### src/rtl/seg_pkg.sv
// Shared constants, glyph table and state type for the seven-segment formatter.
// Segment byte layout: bit0=A .. bit6=G, bit7=DP, active-high.
package seg_pkg;

    localparam int unsigned DIGIT_NUM = 8;
    localparam int unsigned NIB_W     = 4;
    localparam int unsigned SEG_W     = 8;
    localparam int unsigned GLYPH_W   = 7;
    localparam int unsigned VAL_W     = 32;
    localparam int unsigned IMG_W     = DIGIT_NUM * SEG_W;
    localparam int unsigned IDX_W     = 3;

    localparam logic [SEG_W-1:0] SEG_BLANK = 8'h00;
    localparam logic [SEG_W-1:0] SEG_DASH  = 8'h40;

    localparam logic [VAL_W-1:0] DEC_MAX = 32'd99_999_999;

    // Nibble-to-segment glyphs 0..F (b and d are lower-case shapes).
    localparam logic [GLYPH_W-1:0] HEX_GLYPH [16] = '{
        7'h3F, 7'h06, 7'h5B, 7'h4F, 7'h66, 7'h6D, 7'h7D, 7'h07,
        7'h7F, 7'h6F, 7'h77, 7'h7C, 7'h39, 7'h5E, 7'h79, 7'h71
    };

    typedef enum logic [1:0] {
        IDLE   = 2'd0,
        BCD    = 2'd1,
        ENCODE = 2'd2,
        COMMIT = 2'd3
    } fmt_state_t;

    function automatic logic [GLYPH_W-1:0] hex_to_seg(input logic [NIB_W-1:0] nibble);
        return HEX_GLYPH[nibble];
    endfunction

endpackage

### src/rtl/bin2bcd_seq.sv
// Sequential double-dabble: one shift/add-3 iteration per cycle, 32 cycles.
// Ports:
//   clk, reset_n  - clock, async active-low reset
//   start         - load value and begin conversion (ignored while busy)
//   value         - 32-bit binary input
//   busy          - conversion iterations in progress
//   bcd           - eight BCD digits (low 32 bits of the BCD field), valid after done
//   done          - high during the final iteration cycle; bcd is valid from the next cycle
module bin2bcd_seq
    import seg_pkg::*;
(
    input  logic             clk,
    input  logic             reset_n,
    input  logic             start,
    input  logic [VAL_W-1:0] value,
    output logic             busy,
    output logic [VAL_W-1:0] bcd,
    output logic             done
);

    localparam int unsigned SHIFT_W = 2 * VAL_W;
    localparam int unsigned ITER_W  = 5;
    localparam logic [ITER_W-1:0] ITER_LAST = 5'd31;
    localparam logic [ITER_W-1:0] ITER_PRE  = 5'd30;

    logic [SHIFT_W-1:0] shift_q;
    logic [SHIFT_W-1:0] shift_step_c;
    logic [ITER_W-1:0]  iter_q;

    // One double-dabble iteration: add 3 to every BCD digit >= 5, then shift left.
    always_comb begin
        shift_step_c = shift_q;
        for (int i = 0; i < int'(DIGIT_NUM); i++) begin
            if (shift_step_c[VAL_W + NIB_W*i +: NIB_W] >= 4'd5) begin
                shift_step_c[VAL_W + NIB_W*i +: NIB_W] =
                    shift_step_c[VAL_W + NIB_W*i +: NIB_W] + 4'd3;
            end
        end
        shift_step_c = {shift_step_c[SHIFT_W-2:0], 1'b0};
    end

    // Shift register, iteration counter and flags.
    always_ff @(posedge clk or negedge reset_n) begin
        if (!reset_n) begin
            shift_q <= '0;
            iter_q  <= '0;
            busy    <= 1'b0;
            done    <= 1'b0;
        end else begin
            done <= busy && (iter_q == ITER_PRE);
            if (start && !busy) begin
                shift_q <= {VAL_W'(0), value};
                iter_q  <= '0;
                busy    <= 1'b1;
            end else if (busy) begin
                shift_q <= shift_step_c;
                iter_q  <= iter_q + ITER_W'(1);
                if (iter_q == ITER_LAST) begin
                    busy <= 1'b0;
                end
            end
        end
    end

    assign bcd = shift_q[SHIFT_W-1:VAL_W];

endmodule

### src/rtl/seg_display_formatter.sv
// Renders a 32-bit value as an 8-digit seven-segment image (hex or unsigned
// decimal) with leading-zero blanking and a decimal-point mask. The image on
// digits only changes on a single-cycle commit, so the driver never sees a
// partially built image.
// Ports:
//   clk, reset_n             - clock, async active-low reset
//   in_valid / in_ready      - request handshake; ready only while idle
//   in_value, in_mode        - value and format (0 hex, 1 unsigned decimal)
//   in_blank_lz, in_dp       - leading-zero blanking, per-digit DP mask
//   digits                   - 64-bit segment image, byte i = digit i (0 rightmost)
//   busy                     - conversion in progress
//   done                     - one-cycle pulse when a new image first appears
module seg_display_formatter
    import seg_pkg::*;
#(
    parameter logic [7:0] OVF_PATTERN = SEG_DASH
) (
    input  logic             clk,
    input  logic             reset_n,
    input  logic             in_valid,
    output logic             in_ready,
    input  logic [VAL_W-1:0] in_value,
    input  logic             in_mode,
    input  logic             in_blank_lz,
    input  logic [7:0]       in_dp,
    output logic [IMG_W-1:0] digits,
    output logic             busy,
    output logic             done
);

    fmt_state_t state_q;
    fmt_state_t state_next_c;

    logic [VAL_W-1:0]     val_q;
    logic                 mode_q;
    logic                 blank_q;
    logic [DIGIT_NUM-1:0] dp_q;
    logic [IDX_W-1:0]     idx_q;
    logic                 nz_q;
    logic [IMG_W-1:0]     stage_q;

    logic accept_c;
    logic ovf_c;
    logic bcd_start_c;
    logic ovf_load_c;
    logic enc_load_c;
    logic enc_step_c;
    logic commit_c;

    logic [VAL_W-1:0]   src_c;
    logic [NIB_W-1:0]   nib_c;
    logic               nz_now_c;
    logic [GLYPH_W-1:0] seg_c;
    logic [SEG_W-1:0]   byte_c;

    logic [VAL_W-1:0] bcd_digits;
    logic             bcd_done;
    logic             bcd_busy_unused;

    assign accept_c = in_valid && in_ready;
    assign ovf_c    = in_mode && (in_value > DEC_MAX);

    bin2bcd_seq u_bin2bcd (
        .clk     (clk),
        .reset_n (reset_n),
        .start   (bcd_start_c),
        .value   (in_value),
        .busy    (bcd_busy_unused),
        .bcd     (bcd_digits),
        .done    (bcd_done)
    );

    // State register.
    always_ff @(posedge clk or negedge reset_n) begin
        if (!reset_n) begin
            state_q <= IDLE;
        end else begin
            state_q <= state_next_c;
        end
    end

    // Next-state logic.
    always_comb begin
        state_next_c = state_q;
        case (state_q)
            IDLE: begin
                if (accept_c) begin
                    if (!in_mode) begin
                        state_next_c = ENCODE;
                    end else if (ovf_c) begin
                        state_next_c = COMMIT;
                    end else begin
                        state_next_c = BCD;
                    end
                end
            end
            BCD: begin
                if (bcd_done) begin
                    state_next_c = ENCODE;
                end
            end
            ENCODE: begin
                if (idx_q == IDX_W'(0)) begin
                    state_next_c = COMMIT;
                end
            end
            COMMIT:  state_next_c = IDLE;
            default: state_next_c = IDLE;
        endcase
    end

    // Control strobes decoded from state.
    always_comb begin
        bcd_start_c = 1'b0;
        ovf_load_c  = 1'b0;
        enc_load_c  = 1'b0;
        enc_step_c  = 1'b0;
        commit_c    = 1'b0;
        if (state_q == IDLE && accept_c) begin
            bcd_start_c = in_mode && !ovf_c;
            ovf_load_c  = ovf_c;
        end
        if (state_next_c == ENCODE && state_q != ENCODE) begin
            enc_load_c = 1'b1;
        end
        if (state_q == ENCODE) begin
            enc_step_c = 1'b1;
        end
        if (state_q == COMMIT) begin
            commit_c = 1'b1;
        end
    end

    // Per-digit encode: nz_now_c is the sticky flag including this nibble, so a
    // zero nibble is blanked only when every more-significant digit was zero.
    always_comb begin
        src_c    = mode_q ? bcd_digits : val_q;
        nib_c    = src_c[{idx_q, 2'b00} +: NIB_W];
        nz_now_c = nz_q || (nib_c != NIB_W'(0));
        if (blank_q && !nz_now_c && (idx_q != IDX_W'(0))) begin
            seg_c = SEG_BLANK[GLYPH_W-1:0];
        end else begin
            seg_c = hex_to_seg(nib_c);
        end
        byte_c = {dp_q[idx_q], seg_c};
    end

    // Request capture, staging image, committed image and status outputs.
    always_ff @(posedge clk or negedge reset_n) begin
        if (!reset_n) begin
            val_q    <= '0;
            mode_q   <= 1'b0;
            blank_q  <= 1'b0;
            dp_q     <= '0;
            idx_q    <= '0;
            nz_q     <= 1'b0;
            stage_q  <= '0;
            digits   <= '0;
            busy     <= 1'b0;
            done     <= 1'b0;
            in_ready <= 1'b1;
        end else begin
            busy     <= (state_next_c != IDLE);
            in_ready <= (state_next_c == IDLE);
            done     <= commit_c;
            if (accept_c) begin
                val_q   <= in_value;
                mode_q  <= in_mode;
                blank_q <= in_blank_lz;
                dp_q    <= in_dp;
            end
            if (ovf_load_c) begin
                stage_q <= {DIGIT_NUM{OVF_PATTERN}};
            end
            if (enc_load_c) begin
                idx_q <= IDX_W'(DIGIT_NUM - 1);
                nz_q  <= 1'b0;
            end else if (enc_step_c) begin
                stage_q[{idx_q, 3'b000} +: SEG_W] <= byte_c;
                nz_q  <= nz_now_c;
                idx_q <= idx_q - IDX_W'(1);
            end
            if (commit_c) begin
                digits <= stage_q;
            end
        end
    end

endmodule

### config.mk
export PLATFORM = sky130hd
export DESIGN_NAME = seg_display_formatter
export DESIGN_NICKNAME = d
export VERILOG_FILES = /design/src/rtl/seg_pkg.sv /design/src/rtl/bin2bcd_seq.sv /design/src/rtl/seg_display_formatter.sv
export SDC_FILE = /design/constraint.sdc
export NUM_CORES = 1
export LEC_CHECK = 0
export BUFFER_PORTS_ARGS = -buffer_cell sky130_fd_sc_hd__buf_2
export CORE_ASPECT_RATIO = 0.5
export CORE_MARGIN = 5
export CORE_UTILIZATION = 50
export CTS_BUF_LIST = sky130_fd_sc_hd__clkbuf_8
export CTS_CLUSTER_SIZE = 24
export DETAILED_ROUTE_END_ITERATION = 6
export GPL_TIMING_DRIVEN = 0
export PLACE_DENSITY = 0.69
export SLEW_MARGIN = 20
export SYNTH_ARGS = -nofsm -noshare
export SYNTH_HDL_FRONTEND = slang
export SYNTH_SLANG_ARGS = --single-unit
### constraint.sdc
create_clock -name clk -period 4.3 [get_ports clk]
set_clock_uncertainty 0.15 [all_clocks]
set_input_delay 0.43 -clock clk [delete_from_list [all_inputs] [get_ports clk]]
set_output_delay 0.43 -clock clk [all_outputs]
set_load 0.02 [all_outputs]
==> out/summary.txt, run 1 <==
EDFF count, synth - 0
crit path time final - 3890 ps
number of global-route vias before repair - 8631
I/O Pins - 112
critical path class - reg2reg
flop-to-flop setup slack - 410 ps
Layout fillers - 1920
DRC - 0
Slew @ Worst Pin - 784 ps
worst vdd ir - 0.000545 V
area of the core - 22800 µm²
clock-pin slew on the worst setup and hold paths - 70 ps
synth top area cells - dfrtp_1 54%, mux2_2 13%, nand2_1 4.1%
P_leak - 6.33 nW
Avg WL per Cell - 19.6 µm
Critical Path RT - 4540 ps
die area - 26500 µm²
Synth Instances - 968
startpoint types - register
Netlist Area Pre-Place - 11600 µm²
pin count of the biggest net entering global routing - 104
total global routing track utilization - 0.221
post-synthesis register bit count - 250
proportion of layout cells with a drive suffix above 1 - 0.290
Distinct cells, synth - 54
DP Area - 12600 µm²
area grow syn2layout - 16.6%
gr ovfl total - 0
Final Slew Violations - 0
fin cells - 1474
drt first pass iters - 5
asr flop ratio synth - 1.00
syn nets - 1043
Sink Count - 250
DIE HEIGHT - 118 µm
area taken by multi-input logic gates - 5020 µm²
leading area contributor after synthesis - dfrtp_1
RSZ-0062 raised after global routing - false
first-pass GRT wire length - 47.4 mm
synthesis warning total - 0
most frequent cell after synthesis - dfrtp_1
Most used DFF post-synth - dfrtp_1
initial antenna violation count - 1
Root Driver - clkbuf_8
R2R depth - 12
Critical Path End - stage_q[3]
later-pin clock latency in the skew report - 550 ps
DP HPWL - 20.4 mm
CTS tree - done
status - finished, final reports clean
FMAX - 0.257 GHz
flip-flop and latch area - 6260 µm²
Final Instance Area - 13500 µm²
fin crit share - 0.906
CP arrival - 4140 ps
Hold Slack - 24.2 ps
RR Startpoint - idx_q[0]
placed cells - 1388
Worst Hold Class - in2reg
row cnt - 39
DIE WIDTH - 225 µm
post-synthesis average cell area - 12.0 µm²
R2R Path End - stage_q[3]
# setup viols final - 0
Seq/Total Area, Yosys - 0.540
H-tree level count - 2
CTS max path bufs - 3
final hold violation count - 0
WL final - 28.9 mm
total number of vias - 8301
synth cell count leaders - 249 x dfrtp_1, 132 x mux2_2, 126 x nand2_1
slew margin rel. - 0.477
Power Dens Cells - 843 nW/µm²
initial DRC count - 702
Via density - 5.63
TritonCTS buffer count - 38
TNS Setup - 0 ps
GP Congestion - 0.818
Inserted Diodes - 0
fin nets - 1217
Worst Setup End Kind - register
Antenna Nets Post-Route - 0
maximum capacitance violations - 0
crit path launch - idx_q[0]
initial core utilization - 0.508
Port Buffers - 111
CP max FO - 10
Yosys top cell area share - 0.537
cell families (layout without fill, tap and decap cells):
family,Yosys count,count (layout),share of synthesized area
adder cells (fa/ha/maj),30,30,0.0324
AND/OR/NAND/NOR,233,233,0.0943
buffers and inverters,82,281,0.0284
multiplexers,166,166,0.178
XOR/XNOR,15,15,0.0113
AO/OA/AOI/OAI,192,192,0.116
flip-flops,250,250,0.540
power by group:
group	internal, W	switching (W)	leakage, nW
logic	0.00226	0.00317	2.78
registers	0.00338	0.000732	3.14
clock network	0.000932	0.000931	0.414
registers in the layout, summed over array words and instances, names as in the netlist:
name	flops
u_bin2bcd.busy	1
u_bin2bcd.shift_q	64
u_bin2bcd.done	1
stage_q	64
idx_q	3
digits	64
state_q	2
mode_q	1
dp_q	8
busy	1
nz_q	1
val_q	32
u_bin2bcd.iter_q	5
done	1
blank_q	1
in_ready	1
critical path, stage by stage (launching register included):
cell     delay [ps]
dfrtp_1         570
buf_6           240
buf_4           270
mux4_2          590
a22oi_1         190
nand2_1         180
inv_1           160
ha_1            220
inv_1           120
mux2i_1         150
nor2_1           70
a31oi_2         610
o22ai_1         200
routing by layer:
metal | share of wire | routed length, µm | vias up | GRT usage
li1 | - | - | 3817 | -
met5 | 0.00045 | 13 | - | 0
met3 | 0.056 | 1630 | 61 | 0.0466
met2 | 0.47 | 13500 | 224 | 0.353
met1 | 0.45 | 13100 | 4197 | 0.311
met4 | 0.023 | 653 | 2 | 0.0582
how the worst min path moves through the flow:
stage	start	endpoint	slack, ps	cells past startpoint
4_1_cts	in_value[6]	val_q[6]	3	2
6_report	in_value[16]	val_q[16]	20	2
3_3_place_gp	stage_q[32]	stage_q[32]	320	1
5_1_grt	in_value[6]	val_q[6]	10	2
2_1_floorplan	reset_n	blank_q	-20	0
3_5_place_dp	reset_n	u_bin2bcd.iter_q[2]	280	1
through the flow:
stage	util	worst slack, ps	total power [W]
finish	0.592	406	0.0114
global route	0.592	299	0.0121
CTS	0.592	261	0.0114
detailed placement	0.552	303	0.00952
global placement	0.549	-1700	0.00926
floorplan	-	1150	0.00773
repair_timing:
action,4_1_cts,5_1_grt
hold buffers,21,0
gates resized for setup,0,0
setup buffers,0,0
hold endpoints to repair,89,0
final cells by class:
class	count	share of cell area
buffer	44	0.0138
clock buffer	44	0.0448
clock inverter	21	0.00694
inverter	38	0.0105
multi-input combinational	636	0.371
sequential	250	0.463
tap	307	0.0284
timing repair buffer	134	0.0614
placed cells by master (no fill, tap or decap), types with 17 or more instances in the layout:
cell           count
ha_1              30
mux2_2           132
buf_2            115
a21oi_1           44
nor2_1            30
dfrtp_1          249
o21ai_0           47
dlygate4sd3_1     21
nand2_1          126
inv_1             54
clkbuf_1          34
clkbuf_8          44
o31ai_1           17
mux4_2            18
o2bb2ai_1         38
(Power assumes the default switching activity.)
==> run 2, diff against run 1 <==
- RECOVER_POWER: unset -> 25
==> out/summary.txt, run 2 (synthesis results as in run 1) <==
GP Congestion - 0.818
slew margin rel. - -0.273
biggest cell delay along the critical path - 600 ps
Slew @ Worst Pin - 1910 ps
# setup viols final - 0
I/O Pins - 112
initial core utilization - 0.508
Port Buffers - 111
total number of vias - 8300
startpoint types - register
CTS tree - done
total global routing track utilization - 0.221
P_leak - 6.33 nW
Inserted Diodes - 0
Setup Fix Bufs, Post-CTS - 0
fin nets - 1217
CTS max path bufs - 3
Final Slew Violations - 69
DP HPWL - 20.4 mm
largest registers - digits: 64 flops, stage_q: 64 flops, u_bin2bcd.shift_q: 64 flops
critical path class - reg2reg
CP arrival - 4120 ps
drt first pass iters - 5
Root Driver - clkbuf_8
Critical Path RT - 4540 ps
row cnt - 39
worst-path cell chain - buf_6, buf_4, mux4_2, a22oi_1, nand2_1, inv_1, ha_1, inv_1, mux2i_1, nor2_1, a31oi_2, o22ai_1
DRC - 0
Avg WL per Cell - 19.6 µm
routed wl met3 - 1.64 mm
TritonCTS buffer count - 38
CP max FO - 10
R2R depth - 12
Sink Count - 250
Power Dens Cells - 843 nW/µm²
maximum capacitance violations - 1
status - complete, but fails checks
final hold violation count - 0
fin crit share - 0.901
failing checks - capacitance limit, slew limit
Highest Signal Layer - met5
crit path time final - 3870 ps
Crit path depth - 12
Via density - 5.63
area of the core - 22800 µm²
pin count of the biggest net entering global routing - 104
crit path launch - idx_q[0]
H-tree level count - 2
delay-heaviest family, CP - compound AO/OA/AOI/OAI gates
TNS Setup - 0 ps
clock-pin slew on the worst setup and hold paths - 70 ps
RR Startpoint - idx_q[0]
FMAX - 0.258 GHz
WL final - 28.9 mm
later-pin clock latency in the skew report - 550 ps
most common cell after layout, fill and taps aside - dfrtp_1
commonest cells after routing, fill and taps aside - 249 x dfrtp_1, 132 x mux2_2, 126 x nand2_1
CP Buf/Inv Count - 4
Worst Setup End Kind - register
most frequent CP cell - inv_1
number of global-route vias before repair - 8631
Critical Path Slowest Stage Cell - a31oi_2
DIE HEIGHT - 118 µm
R2R Path End - stage_q[3]
fin cells - 1474
first-pass GRT wire length - 47.4 mm
die area - 26500 µm²
Critical Path End - stage_q[3]
proportion of layout cells with a drive suffix above 1 - 0.290
RSZ-0062 raised after global routing - false
Antenna Nets Post-Route - 0
flop-to-flop setup slack - 430 ps
worst vdd ir - 0.000544 V
Met2 Wirelength - 13.5 mm
Core Util, Final - 0.592
WL met1 - 13.1 mm
Worst Hold Class - in2reg
area grow syn2layout - 16.5%
initial DRC count - 702
initial antenna violation count - 1
DIE WIDTH - 225 µm
gr ovfl total - 0
placed cells - 1388
==> run 2: changes by cell type in the layout (fill, tap and decap cells not counted) <==
cell,delta
buf_8,-1
clkbuf_2,+1
==> run 2: metrics by stage <==
stage          hold WS [ps]  setup slack [ps]  total power [W]  instance area, µm²
2_1_floorplan         -15.6              1150          0.00773               11600
3_3_place_gp            318             -1700          0.00926               12500
3_5_place_dp            284               303          0.00952               12600
4_1_cts                3.43               261           0.0114               13500
5_1_grt                9.56               299           0.0121               13500
6_report               25.3               425           0.0114               13500
==> run 2: cell type report <==
type,instances,area (µm²)
clock buffers,44,606
flip-flops and latches,250,6260
repair buffers,134,821
inverters,38,143
multi-input cells,636,5020
fillers,1921,9320
plain buffers,44,186
clock inverters,21,93.8
well taps,307,384
==> run 2: how the worst min path moves through the flow <==
| stage | start | to | slack (ps) | depth (start not counted) |
|---|---|---|---|---|
| detailed placement | reset_n | u_bin2bcd.iter_q[2] | 280 | 1 |
| CTS | in_value[6] | val_q[6] | 3 | 2 |
| global route | in_value[6] | val_q[6] | 10 | 2 |
| global placement | stage_q[32] | stage_q[32] | 320 | 1 |
| finish | in_value[16] | val_q[16] | 30 | 2 |
| floorplan | reset_n | blank_q | -20 | 0 |
==> run 2: timing repair <==
action / CTS / global route
resized for setup: 0 / 0
hold endpoints to repair: 89 / 0
hold buffers: 21 / 0
==> run 2: per-layer routing <==
layer  global-route usage  up-vias
met5                    0        -
met4               0.0582        2
met3               0.0466       63
met2                0.353      227
met1                0.311     4192
li1                     -     3816
==> run 2: report_power, final <==
group          leakage, nW  switching [W]  internal, W
sequential            3.14       0.000732      0.00338
combinational         2.77        0.00316      0.00225
clock                0.414       0.000929     0.000932
